File: src/rtl/mod_reconstruct.sv
// ---------------------------------------------------------------------------
// mod_reconstruct
//
// Rebuilds dividend = divisor * quotient + remainder so that a divide/modulo
// result can be round-tripped and compared against the original dividend.
// The product comes from a sequential LSB-first shift-add multiplier. The
// remainder is then added, and the divisor==0 and remainder-out-of-range
// conditions are flagged. Both conditions are legal inputs, not errors of
// this block.
//
// Optional feature (compile-time macro):
//   MOD_RECON_EARLY_EXIT_EN
//     When defined, the multiply phase stops as soon as the remaining
//     multiplier bits are all zero (at least one MUL cycle is always spent).
//     Results and flags are identical to the default build; only latency
//     changes.
//
// Parameters:
//   WIDTH        operand width (>= 2); outDividend is 2*WIDTH bits
//
// Ports:
//   clk          in   single clock, all state on the rising edge
//   rst          in   synchronous active-high reset
//   start        in   request, sampled only while idle
//   inDivisor    in   WIDTH    divisor (multiplicand)
//   inQuotient   in   WIDTH    quotient (multiplier)
//   inRemainder  in   WIDTH    remainder to add
//   busy         out  high from the cycle after an accepted start until done
//   done         out  one-cycle pulse; outDividend/divZero/remErr valid
//   outDividend  out  2*WIDTH  reconstructed dividend
//   divZero      out  captured divisor was zero
//   remErr       out  captured divisor nonzero and remainder >= divisor
//   stateDbg     out  2        current FSM state (IDLE=0 MUL=1 ADD=2 DONE=3)
//
// Handshake: start is only looked at while the block is idle (busy=0 and
// done=0). An accepted start captures all three operands on that clock edge,
// so the inputs may change freely afterwards. busy then stays high until the
// done cycle. done pulses for exactly one cycle, and a new start is accepted
// in the cycle after done. start raised while busy or during done is
// ignored. outDividend and the flags are cleared by an accepted start, are
// loaded for the done cycle, and hold until the next accepted start or reset.
// ---------------------------------------------------------------------------
module mod_reconstruct #(
  parameter int WIDTH = 16
) (
  input  logic               clk,
  input  logic               rst,
  input  logic               start,
  input  logic [WIDTH-1:0]   inDivisor,
  input  logic [WIDTH-1:0]   inQuotient,
  input  logic [WIDTH-1:0]   inRemainder,
  output logic               busy,
  output logic               done,
  output logic [2*WIDTH-1:0] outDividend,
  output logic               divZero,
  output logic               remErr,
  output logic [1:0]         stateDbg
);

  localparam int CW = (WIDTH > 1) ? $clog2(WIDTH) : 1;

  typedef enum logic [1:0] {
    IDLE = 2'd0,
    MUL  = 2'd1,
    ADD  = 2'd2,
    DONE = 2'd3
  } state_t;

  state_t             state;
  state_t             stateNext;

  logic [2*WIDTH-1:0] acc;        // running partial product, then final sum
  logic [2*WIDTH-1:0] mcand;      // multiplicand, shifted left once per MUL cycle
  logic [WIDTH-1:0]   mplier;     // multiplier, shifted right once per MUL cycle
  logic [WIDTH-1:0]   divisorCap; // captured divisor, used for the flags
  logic [WIDTH-1:0]   remCap;     // captured remainder
  logic [CW-1:0]      bitCnt;     // multiplier bit index being consumed
  logic               mulLast;    // current MUL cycle is the final one

  // The fixed build always consumes all WIDTH multiplier bits. The early-exit
  // build also stops once the bits still to be consumed after this cycle
  // (mplier >> 1) are all zero, because further cycles could only add zero.
  // The bit-count bound remains as a backstop in both builds.
  always_comb begin
    mulLast = (bitCnt == CW'(WIDTH - 1));
`ifdef MOD_RECON_EARLY_EXIT_EN
    if (mplier[WIDTH-1:1] == '0) begin
      mulLast = 1'b1;
    end
`else
`endif
  end

  // State register
  always_ff @(posedge clk) begin
    if (rst) begin
      state <= IDLE;
    end else begin
      state <= stateNext;
    end
  end

  // Next-state logic and status outputs
  always_comb begin
    stateNext = state;
    busy      = 1'b0;
    done      = 1'b0;
    case (state)
      IDLE: begin
        if (start) begin
          stateNext = MUL;
        end
      end
      MUL: begin
        busy = 1'b1;
        if (mulLast) begin
          stateNext = ADD;
        end
      end
      ADD: begin
        busy      = 1'b1;
        stateNext = DONE;
      end
      DONE: begin
        done      = 1'b1;
        stateNext = IDLE;
      end
      default: begin
        stateNext = IDLE;
      end
    endcase
  end

  assign stateDbg = state;

  // Datapath. The result registers are loaded on the ADD->DONE edge, so they
  // are already valid in the done cycle and then simply hold.
  always_ff @(posedge clk) begin
    if (rst) begin
      acc         <= '0;
      mcand       <= '0;
      mplier      <= '0;
      divisorCap  <= '0;
      remCap      <= '0;
      bitCnt      <= '0;
      outDividend <= '0;
      divZero     <= 1'b0;
      remErr      <= 1'b0;
    end else begin
      case (state)
        IDLE: begin
          if (start) begin
            acc         <= '0;
            mcand       <= {{WIDTH{1'b0}}, inDivisor};
            mplier      <= inQuotient;
            divisorCap  <= inDivisor;
            remCap      <= inRemainder;
            bitCnt      <= '0;
            outDividend <= '0;
            divZero     <= 1'b0;
            remErr      <= 1'b0;
          end
        end
        MUL: begin
          if (mplier[0]) begin
            acc <= acc + mcand;
          end
          mcand  <= mcand << 1;
          mplier <= mplier >> 1;
          bitCnt <= bitCnt + CW'(1);
        end
        ADD: begin
          // The maximum is (2^W-1)^2 + (2^W-1) = 2^2W - 2^W, so the sum always
          // fits in 2*WIDTH bits. A zero divisor leaves acc at 0, which makes
          // the result equal to the remainder.
          acc         <= acc + {{WIDTH{1'b0}}, remCap};
          outDividend <= acc + {{WIDTH{1'b0}}, remCap};
          divZero     <= (divisorCap == '0);
          remErr      <= (divisorCap != '0) && (remCap >= divisorCap);
        end
        default: begin
          // DONE: results hold
        end
      endcase
    end
  end

endmodule
File: config.mk
export PLATFORM = sky130hd
export DESIGN_NAME = mod_reconstruct
export DESIGN_NICKNAME = d
export VERILOG_FILES = /design/src/rtl/mod_reconstruct.sv
export SDC_FILE = /design/constraint.sdc
export NUM_CORES = 1
export LEC_CHECK = 0
export CORE_MARGIN = 4
export CORE_UTILIZATION = 30
export CTS_BUF_LIST = sky130_fd_sc_hd__clkbuf_4 sky130_fd_sc_hd__clkbuf_8 sky130_fd_sc_hd__clkbuf_16
export CTS_CLUSTER_DIAMETER = 120
export DETAILED_ROUTE_END_ITERATION = 16
export PLACE_DENSITY_LB_ADDON = 0.12
export SYNTH_ARGS = -nofsm -noshare
export SYNTH_HDL_FRONTEND = slang
export SYNTH_SLANG_ARGS = --single-unit
export TNS_END_PERCENT = 10
File: constraint.sdc
create_clock -name clk -period 2.5 [get_ports clk]
set_input_delay 0.375 -clock clk [delete_from_list [all_inputs] [get_ports clk]]
set_output_delay 0.375 -clock clk [all_outputs]
set_load 0.05 [all_outputs]
==> impl_table.tex, run 1 <==
\begin{tabular}{lr}
\hline
Metric & Value \\
\hline
\multicolumn{2}{l}{\textbf{Synth}} \\
\quad Dominant cell type by area after synthesis & sky130\_fd\_sc\_hd\_\_dfxtp\_1 \\
\quad Most frequent cell after synthesis & sky130\_fd\_sc\_hd\_\_dfxtp\_1 \\
\quad Sequential-to-total area share from yosys stat & 0.339 \\
\quad Most frequent cells after synthesis & 152 x sky130\_fd\_sc\_hd\_\_dfxtp\_1, 150 x sky130\_fd\_sc\_hd\_\_nand2\_1, 119 x sky130\_fd\_sc\_hd\_\_a21oi\_1 \\
\quad Mean post-synth cell area & 7.99 sq um \\
\quad Count of unique library cells instantiated by Yosys & 68 \\
\quad Yosys top cell area share & 0.339 \\
\quad EDFF count, synth & 0 \\
\quad Post-Syn Nets & 1,245 \\
\quad FF+latch count, synth & 152 \\
\quad Combined area of all synthesized cells & 0.00898 sq mm \\
\quad Yosys synthesis warning count & 0 \\
\quad Async SR Flop Fraction & 0 \\
\quad Post-Synthesis Cells & 1,124 \\
\quad Leading register cell type out of synthesis & sky130\_fd\_sc\_hd\_\_dfxtp\_1 \\
\quad Top post-synthesis cells by area & sky130\_fd\_sc\_hd\_\_dfxtp\_1 34\%, sky130\_fd\_sc\_hd\_\_ha\_1 9.5\%, sky130\_fd\_sc\_hd\_\_a21oi\_1 6.6\% \\
\multicolumn{2}{l}{\textbf{Place}} \\
\quad Placed Instance Area & 0.0116 sq mm \\
\quad IO buf count & 88 \\
\quad RePlAce Congestion & 0.903 \\
\quad Placed wire-length estimate & 22,700 um \\
\multicolumn{2}{l}{\textbf{GRT}} \\
\quad Total global routing overflow & 0 \\
\quad Global-route usage over all layers & 0.180 \\
\quad Number of global-route vias before repair & 8,691 \\
\quad Number of antenna violations at the first check in global routing & 0 \\
\quad Pin count of the biggest net entering global routing & 70 \\
\quad Wire length of the first global-routing pass & 47,600 um \\
\multicolumn{2}{l}{\textbf{CTS}} \\
\quad CTS tree & done \\
\quad Clock-pin slew reported for the worst setup and hold paths after clock tree synthesis & 70 ps \\
\quad H-tree levels & 4 \\
\quad Cts bufs inserted & 17 \\
\quad Buffer depth of the longest clock path & 2 \\
\quad Clock tree root buffer cell & sky130\_fd\_sc\_hd\_\_clkbuf\_16 \\
\quad Sinks on the clock net & 152 \\
\quad Clock insertion delay at the later pin of the skew report & 440 ps \\
\multicolumn{2}{l}{\textbf{Worst setup path}} \\
\quad Worst flop-to-flop path endpoint & acc[30] \\
\quad Critical path data required time & 2850 ps \\
\quad Critical path endpoint & acc[30] \\
\quad Launching instance or port of the critical path & acc[0] \\
\quad Critical path start-end classification & register to register \\
\quad Element type at the critical path start & register \\
\quad Reg-to-reg setup timing slack & -180 ps \\
\quad Reg2reg path depth & 12 \\
\quad Kind of end point of the critical path & register \\
\quad Maximum fanout along the worst path & 3 \\
\quad Startpoint of the lowest-slack register-to-register path & acc[0] \\
\quad Data arrival time of the critical path & 3030 ps \\
\multicolumn{2}{l}{\textbf{Detailed routing}} \\
\quad DRC marker count from the first detailed-route iteration & 512 \\
\quad Final Routed Wirelength & 30,200 um \\
\quad WL/cell & 17.1 um \\
\quad Number of design rule violations left after detail routing & 0 \\
\quad Via count & 8,792 \\
\quad Antenna-violating nets left & 0 \\
\quad First-pass iteration count of the detailed router & 4 \\
\quad Vias/cell & 4.97 \\
\multicolumn{2}{l}{\textbf{Power and ir drop}} \\
\quad Clock Power Share & 0.348 \\
\quad Relative contribution of combinational cells to total power & 0.290 \\
\quad Switching power share of the total & 0.345 \\
\quad Total chip power & 7.63 mW \\
\quad Leakage power of the design & 5.16 nW \\
\quad Internal Pwr Total & 4.99 mW \\
\quad Switching pwr & 2.63 mW \\
\quad Sequential power share & 0.362 \\
\quad Worst voltage drop across the vdd grid & 0.413 mV \\
\quad Areal power density over the cells & 603 mW/mm\^{}2 \\
\multicolumn{2}{l}{\textbf{Final layout}} \\
\quad Final layout net count & 1,487 \\
\quad Fraction of final layout cells sized beyond drive strength 1 & 0.235 \\
\quad Area added between synthesis and finish & 40.7\% \\
\quad Post-layout utilization of the core & 0.428 \\
\quad Antenna Cells & 0 \\
\quad Number of fill cells in the layout & 3,059 \\
\quad Non-Filler Cell Area, Final & 0.0126 sq mm \\
\multicolumn{2}{l}{\textbf{Timing}} \\
\quad Final setup viols & 15 \\
\quad RSZ-0062 raised after global routing & true \\
\quad Final number of hold-violating endpoints & 0 \\
\quad Least setup slack across all paths after layout & -179 ps \\
\quad Post-route clock skew & 21.1 ps \\
\quad Share of the clock period used by the worst path & 1.07 \\
\quad Slew @ Worst Pin & 819 ps \\
\quad Minimum clock period & 2680 ps \\
\quad Number of max-slew violations in the final report & 0 \\
\quad Headroom to the max-slew limit & 0.454 \\
\quad Timing-limited maximum frequency & 373 MHz \\
\quad Total negative slack for setup checks & -1230 ps \\
\multicolumn{2}{l}{\textbf{Job}} \\
\quad Max-Cap Viols & 0 \\
\multicolumn{2}{l}{\textbf{Die}} \\
\quad Initial standard-cell utilization of the core & 0.304 \\
\quad Core ar. & 0.0296 sq mm \\
\quad Die area & 0.0328 sq mm \\
\quad Number of core rows & 63 \\
\quad Io pins & 89 \\
\quad Die W & 181 um \\
\quad Vertical die dimension & 181 um \\
\multicolumn{2}{l}{\textbf{Status}} \\
\quad Failing checks & setup timing \\
\quad Run status & finished, violations left \\
\multicolumn{2}{l}{\textbf{Worst hold path}} \\
\quad Path class of the lowest-slack min-delay path & primary input to register \\
\hline
\end{tabular}
## sequential cells by signal, summed over array words and instances (netlist names)
register / cells
acc: 32
mcand: 32
outDividend: 32
divisorCap: 16
mplier: 16
remCap: 16
bitCnt: 4
stateDbg: 2
divZero: 1
remErr: 1
## critical path, cell delays in order, from the launching register on
cell                       delay, ps
sky130_fd_sc_hd__dfxtp_4         370
sky130_fd_sc_hd__ha_2            170
sky130_fd_sc_hd__inv_1            60
sky130_fd_sc_hd__fa_2            350
sky130_fd_sc_hd__nand2b_4        160
sky130_fd_sc_hd__a21oi_4         150
sky130_fd_sc_hd__o211ai_1        180
sky130_fd_sc_hd__a21oi_2         250
sky130_fd_sc_hd__nor3_4           70
sky130_fd_sc_hd__and2b_1         240
sky130_fd_sc_hd__nand4_1         130
sky130_fd_sc_hd__or3_1           390
sky130_fd_sc_hd__o221ai_2         70
## metrics by stage
step	worst slack [ps]	hold WS, ps	instances
after floorplan	-58.1	449	1124
after global placement	-457	434	1729
after detailed placement	-494	441	1729
after CTS	-135	327	1766
after global routing	-298	357	1769
final	-179	343	1769
## metal layers
layer | GRT usage | vias up | part of all wire
met5 | 0 | - | 0
met4 | 0.0516 | 0 | 0.022
met3 | 0.0354 | 36 | 0.039
met2 | 0.300 | 155 | 0.47
met1 | 0.238 | 4082 | 0.47
li1 | - | 4519 | -
## power by group through the flow
stage / Clock, mW / Combinational (mW) / Sequential [mW]
floorplan: 0 / 1.20 / 2.80
global placement: 0 / 2.17 / 2.81
detailed placement: 0 / 2.16 / 2.82
CTS: 2.72 / 2.19 / 2.76
global route: 2.80 / 2.43 / 2.79
finish: 2.65 / 2.21 / 2.76
## cells in the final DEF, fill, tap and decap left out, types with 31 or more instances in the layout
master                            count
sky130_fd_sc_hd__clkdlybuf4s50_1     86
sky130_fd_sc_hd__mux2i_1             33
sky130_fd_sc_hd__dfxtp_1            144
sky130_fd_sc_hd__a21oi_1            108
sky130_fd_sc_hd__ha_1                62
sky130_fd_sc_hd__nor2_1             111
sky130_fd_sc_hd__inv_1               35
sky130_fd_sc_hd__buf_4              190
sky130_fd_sc_hd__nand2_1            146
sky130_fd_sc_hd__nand3_1             36
sky130_fd_sc_hd__xnor2_1             31
sky130_fd_sc_hd__a21o_1              32
sky130_fd_sc_hd__a211oi_1            33
## what timing repair did
item                                    CTS  global route
endpoints found under the setup margin   39            43
buffers inserted                          5             3
gates resized for setup                  52            39
pin swaps                                28            20
hold buffers                              0             0
## worst min-delay path by stage
stage | startpoint | to | slack [ps] | cells past startpoint
2_1_floorplan | divisorCap[13] | divisorCap[13] | 450 | 2
3_3_place_gp | outDividend[29] | outDividend[29] | 430 | 2
3_5_place_dp | outDividend[31] | outDividend[31] | 440 | 2
4_1_cts | rst | outDividend[3] | 330 | 2
5_1_grt | rst | outDividend[14] | 360 | 2
6_report | rst | outDividend[3] | 340 | 2
## layout make-up
class / instances / area, sq um / share of cell area
multi-input combinational: 877 / 6020 / 0.476
sequential: 152 / 3060 / 0.242
timing repair buffer: 280 / 2350 / 0.186
tap: 390 / 488 / 0.0386
clock buffer: 19 / 447 / 0.0353
inverter: 38 / 143 / 0.0113
clock inverter: 13 / 138 / 0.0109
## logic make-up (layout without fill, tap and decap cells)
kind of cell | Yosys count | after routing | share of synthesized area
xor+xnor | 50 | 50 | 0.0487
flops | 152 | 152 | 0.339
mux | 33 | 33 | 0.0368
buf+inv | 95 | 350 | 0.0405
fa+ha+maj | 70 | 70 | 0.0992
compound gates | 345 | 345 | 0.250
simple gates | 379 | 379 | 0.187
Note: power is estimated with default switching activity, not from simulation.
==> run 2, diff against run 1 <==
- GPL_TIMING_DRIVEN: unset -> 0
==> run 2 against run 1 <==
The run still ends with setup timing left; maximum frequency decreased by 2.0%; setup slack got worse by 55 ps; clock power increased by 7%; critical path depth unchanged; first-iteration DRC count increased by 0.20%; sequential power increased by 1%; sequential share of layout area increased by 2.2 points; design area decreased by 7.8%; total power decreased by 0.56%; clock-buffer cell count decreased by 2.
==> impl_table.tex, run 2 (synthesized netlist as in run 1, its figures left out) <==
\begin{tabular}{lr}
\hline
Metric & Value \\
\hline
\multicolumn{2}{l}{\textbf{Timing}} \\
\quad Post-route clock skew & 10.4 ps \\
\quad Total negative slack for setup checks & -2650 ps \\
\quad Headroom to the max-slew limit & 0.398 \\
\quad Slew @ Worst Pin & 903 ps \\
\quad Number of max-slew violations in the final report & 0 \\
\quad Timing-limited maximum frequency & 366 MHz \\
\quad Share of the clock period used by the worst path & 1.09 \\
\quad Minimum clock period & 2730 ps \\
\quad Final setup viols & 22 \\
\quad Least setup slack across all paths after layout & -234 ps \\
\quad RSZ-0062 raised after global routing & true \\
\quad Final number of hold-violating endpoints & 0 \\
\multicolumn{2}{l}{\textbf{Detailed routing}} \\
\quad Uppermost routed layer & met4 \\
\quad First-pass iteration count of the detailed router & 5 \\
\quad Number of design rule violations left after detail routing & 0 \\
\quad Antenna-violating nets left & 0 \\
\quad Routed wire length on met2 & 14,400 um \\
\quad WL/cell & 18.6 um \\
\quad Final Routed Wirelength & 30,800 um \\
\quad Vias/cell & 5.20 \\
\quad DRC marker count from the first detailed-route iteration & 513 \\
\quad Metal-1 WL & 14,500 um \\
\quad Via count & 8,590 \\
\quad Routed wire length on met3 & 1290 um \\
\multicolumn{2}{l}{\textbf{Die}} \\
\quad Number of core rows & 63 \\
\quad Die area & 0.0328 sq mm \\
\quad Die W & 181 um \\
\quad Initial standard-cell utilization of the core & 0.304 \\
\quad Vertical die dimension & 181 um \\
\quad Core ar. & 0.0296 sq mm \\
\quad Io pins & 89 \\
\multicolumn{2}{l}{\textbf{Status}} \\
\quad Run status & finished, violations left \\
\quad Failing checks & setup timing \\
\multicolumn{2}{l}{\textbf{Worst setup path}} \\
\quad Worst flop-to-flop path endpoint & acc[24] \\
\quad Startpoint of the lowest-slack register-to-register path & acc[0] \\
\quad Worst-path cell chain & ha\_4, inv\_2, fa\_2, nor2b\_4, o31ai\_4, a221oi\_4, a211oi\_4, o21ai\_2, a41oi\_2, and2b\_1, xnor2\_1, a211o\_1 \\
\quad Data arrival time of the critical path & 3060 ps \\
\quad Critical path data required time & 2830 ps \\
\quad Reg2reg path depth & 12 \\
\quad Element type at the critical path start & register \\
\quad Critical path start-end classification & register to register \\
\quad Delay of the slowest critical-path stage & 380 ps \\
\quad Reg-to-reg setup timing slack & -230 ps \\
\quad Maximum fanout along the worst path & 3 \\
\quad Kind of end point of the critical path & register \\
\quad Slowest-stage cell, CP & sky130\_fd\_sc\_hd\_\_fa\_2 \\
\multicolumn{2}{l}{\textbf{CTS}} \\
\quad CTS tree & done \\
\quad Clock insertion delay at the later pin of the skew report & 440 ps \\
\quad Clock tree root buffer cell & sky130\_fd\_sc\_hd\_\_clkbuf\_16 \\
\quad Sinks on the clock net & 152 \\
\quad H-tree levels & 4 \\
\quad Buffer depth of the longest clock path & 2 \\
\quad Number of hold buffers added after cts & 0 \\
\quad Cts bufs inserted & 17 \\
\quad Clock-pin slew reported for the worst setup and hold paths after clock tree synthesis & 70 ps \\
\multicolumn{2}{l}{\textbf{Final layout}} \\
\quad Leading cell types in the layout, fill and taps excluded & 147 x sky130\_fd\_sc\_hd\_\_nand2\_1, 131 x sky130\_fd\_sc\_hd\_\_dfxtp\_1, 108 x sky130\_fd\_sc\_hd\_\_a21oi\_1 \\
\quad Commonest non-fill, non-tap cell in the layout & sky130\_fd\_sc\_hd\_\_nand2\_1 \\
\quad Largest registers ranked by flip-flop count & acc x32, mcand x32, outDividend x32 \\
\quad Antenna Cells & 0 \\
\quad Final layout net count & 1,373 \\
\quad Fraction of final layout cells sized beyond drive strength 1 & 0.146 \\
\quad Non-Filler Instances & 1,653 \\
\quad Area added between synthesis and finish & 29.7\% \\
\multicolumn{2}{l}{\textbf{Worst hold path}} \\
\quad Path class of the lowest-slack min-delay path & register to register \\
\quad Number of cells traversed by the worst hold path & 2 \\
\quad Worst hold endpoint & outDividend[26] \\
\quad HP Start & outDividend[26] \\
\multicolumn{2}{l}{\textbf{Power and ir drop}} \\
\quad Clock Power Share & 0.375 \\
\quad Areal power density over the cells & 651 mW/mm\^{}2 \\
\quad Relative contribution of combinational cells to total power & 0.256 \\
\quad Internal Pwr Total & 4.98 mW \\
\quad Switching power share of the total & 0.343 \\
\quad Worst voltage drop across the vdd grid & 0.490 mV \\
\quad Sequential power share & 0.370 \\
\quad Leakage power of the design & 4.47 nW \\
\quad Total chip power & 7.58 mW \\
\quad Switching pwr & 2.60 mW \\
\multicolumn{2}{l}{\textbf{Place}} \\
\quad Placed wire-length estimate & 23,600 um \\
\quad Instance count after placement with tap cells included & 1,602 \\
\quad RePlAce Congestion & 0.858 \\
\quad IO buf count & 88 \\
\multicolumn{2}{l}{\textbf{GRT}} \\
\quad Total global routing overflow & 0 \\
\quad Pin count of the biggest net entering global routing & 17 \\
\quad Wire length of the first global-routing pass & 48,300 um \\
\quad Number of global-route vias before repair & 8,481 \\
\quad Global-route usage over all layers & 0.186 \\
\quad Number of antenna violations at the first check in global routing & 0 \\
\multicolumn{2}{l}{\textbf{Job}} \\
\quad Max-Cap Viols & 0 \\
\hline
\end{tabular}
run 2: changes by cell type in the layout (fill, tap and decap cells not counted), moves of 4 or more:
cell,change
sky130_fd_sc_hd__buf_4,-165
sky130_fd_sc_hd__clkbuf_1,+32
sky130_fd_sc_hd__dfxtp_1,-13
sky130_fd_sc_hd__dfxtp_2,+12
sky130_fd_sc_hd__clkbuf_2,+11
sky130_fd_sc_hd__nor2_2,+6
sky130_fd_sc_hd__buf_1,+5
sky130_fd_sc_hd__nor2_1,-5
sky130_fd_sc_hd__ha_1,-4
sky130_fd_sc_hd__ha_2,+4
run 2: stage by stage:
step                      area [sq um]  hold slack [ps]  setup slack (ps)   util
after floorplan                   9010              449             -58.1      -
after global placement           10400              434              -687  0.351
after detailed placement         10400              440              -620  0.351
after CTS                        11400              450              -221  0.385
after global routing             11700              463              -345  0.394
final                            11700              445              -234  0.394
run 2: critical path, delay by kind of cell (launching register included):
kind	cells	cell delay, ps
compound gates	6	1210
xor+xnor	1	120
fa+ha+maj	2	520
buf+inv	1	40
flops	1	370
simple gates	2	370
run 2: worst max-delay path by stage:
stage               cells past startpoint  slack, ps  endpoint      start
floorplan                              12        -60   acc[24]   mcand[0]
global placement                       12       -690   acc[16]  remCap[0]
detailed placement                     12       -620   acc[18]  remCap[0]
CTS                                    10       -220   acc[25]   mcand[4]
global route                           12       -350   acc[24]   mcand[0]
finish                                 12       -230   acc[24]     acc[0]
run 2: what timing repair did:
action,in CTS,in global routing
pin swaps,21,16
gates resized for setup,76,62
endpoints found under the setup margin,70,79
setup buffers,16,9
run 2: power groups by stage:
| stage | Combinational [mW] | Clock (mW) | Sequential (mW) |
|---|---|---|---|
| 6_report | 1.94 | 2.84 | 2.80 |
| 4_1_cts | 1.89 | 2.90 | 2.80 |
| 2_1_floorplan | 1.20 | 0 | 2.80 |
| 5_1_grt | 2.14 | 3.00 | 2.83 |
| 3_3_place_gp | 1.82 | 0 | 2.85 |
| 3_5_place_dp | 1.83 | 0 | 2.85 |
run 2: metal layers:
metal | global-route usage | vias up
met4 | 0.0546 | 0
li1 | - | 4299
met5 | 0 | -
met3 | 0.0352 | 42
met2 | 0.308 | 206
met1 | 0.248 | 4043
run 2: layout make-up:
type,instances,area [sq um]
inverter,38,148
timing repair buffer,113,1070
multi-input combinational,877,6020
buffer,53,233
sequential,152,3070
tap,390,488
clock buffer,17,425
fill,3125,17900
clock inverter,13,194
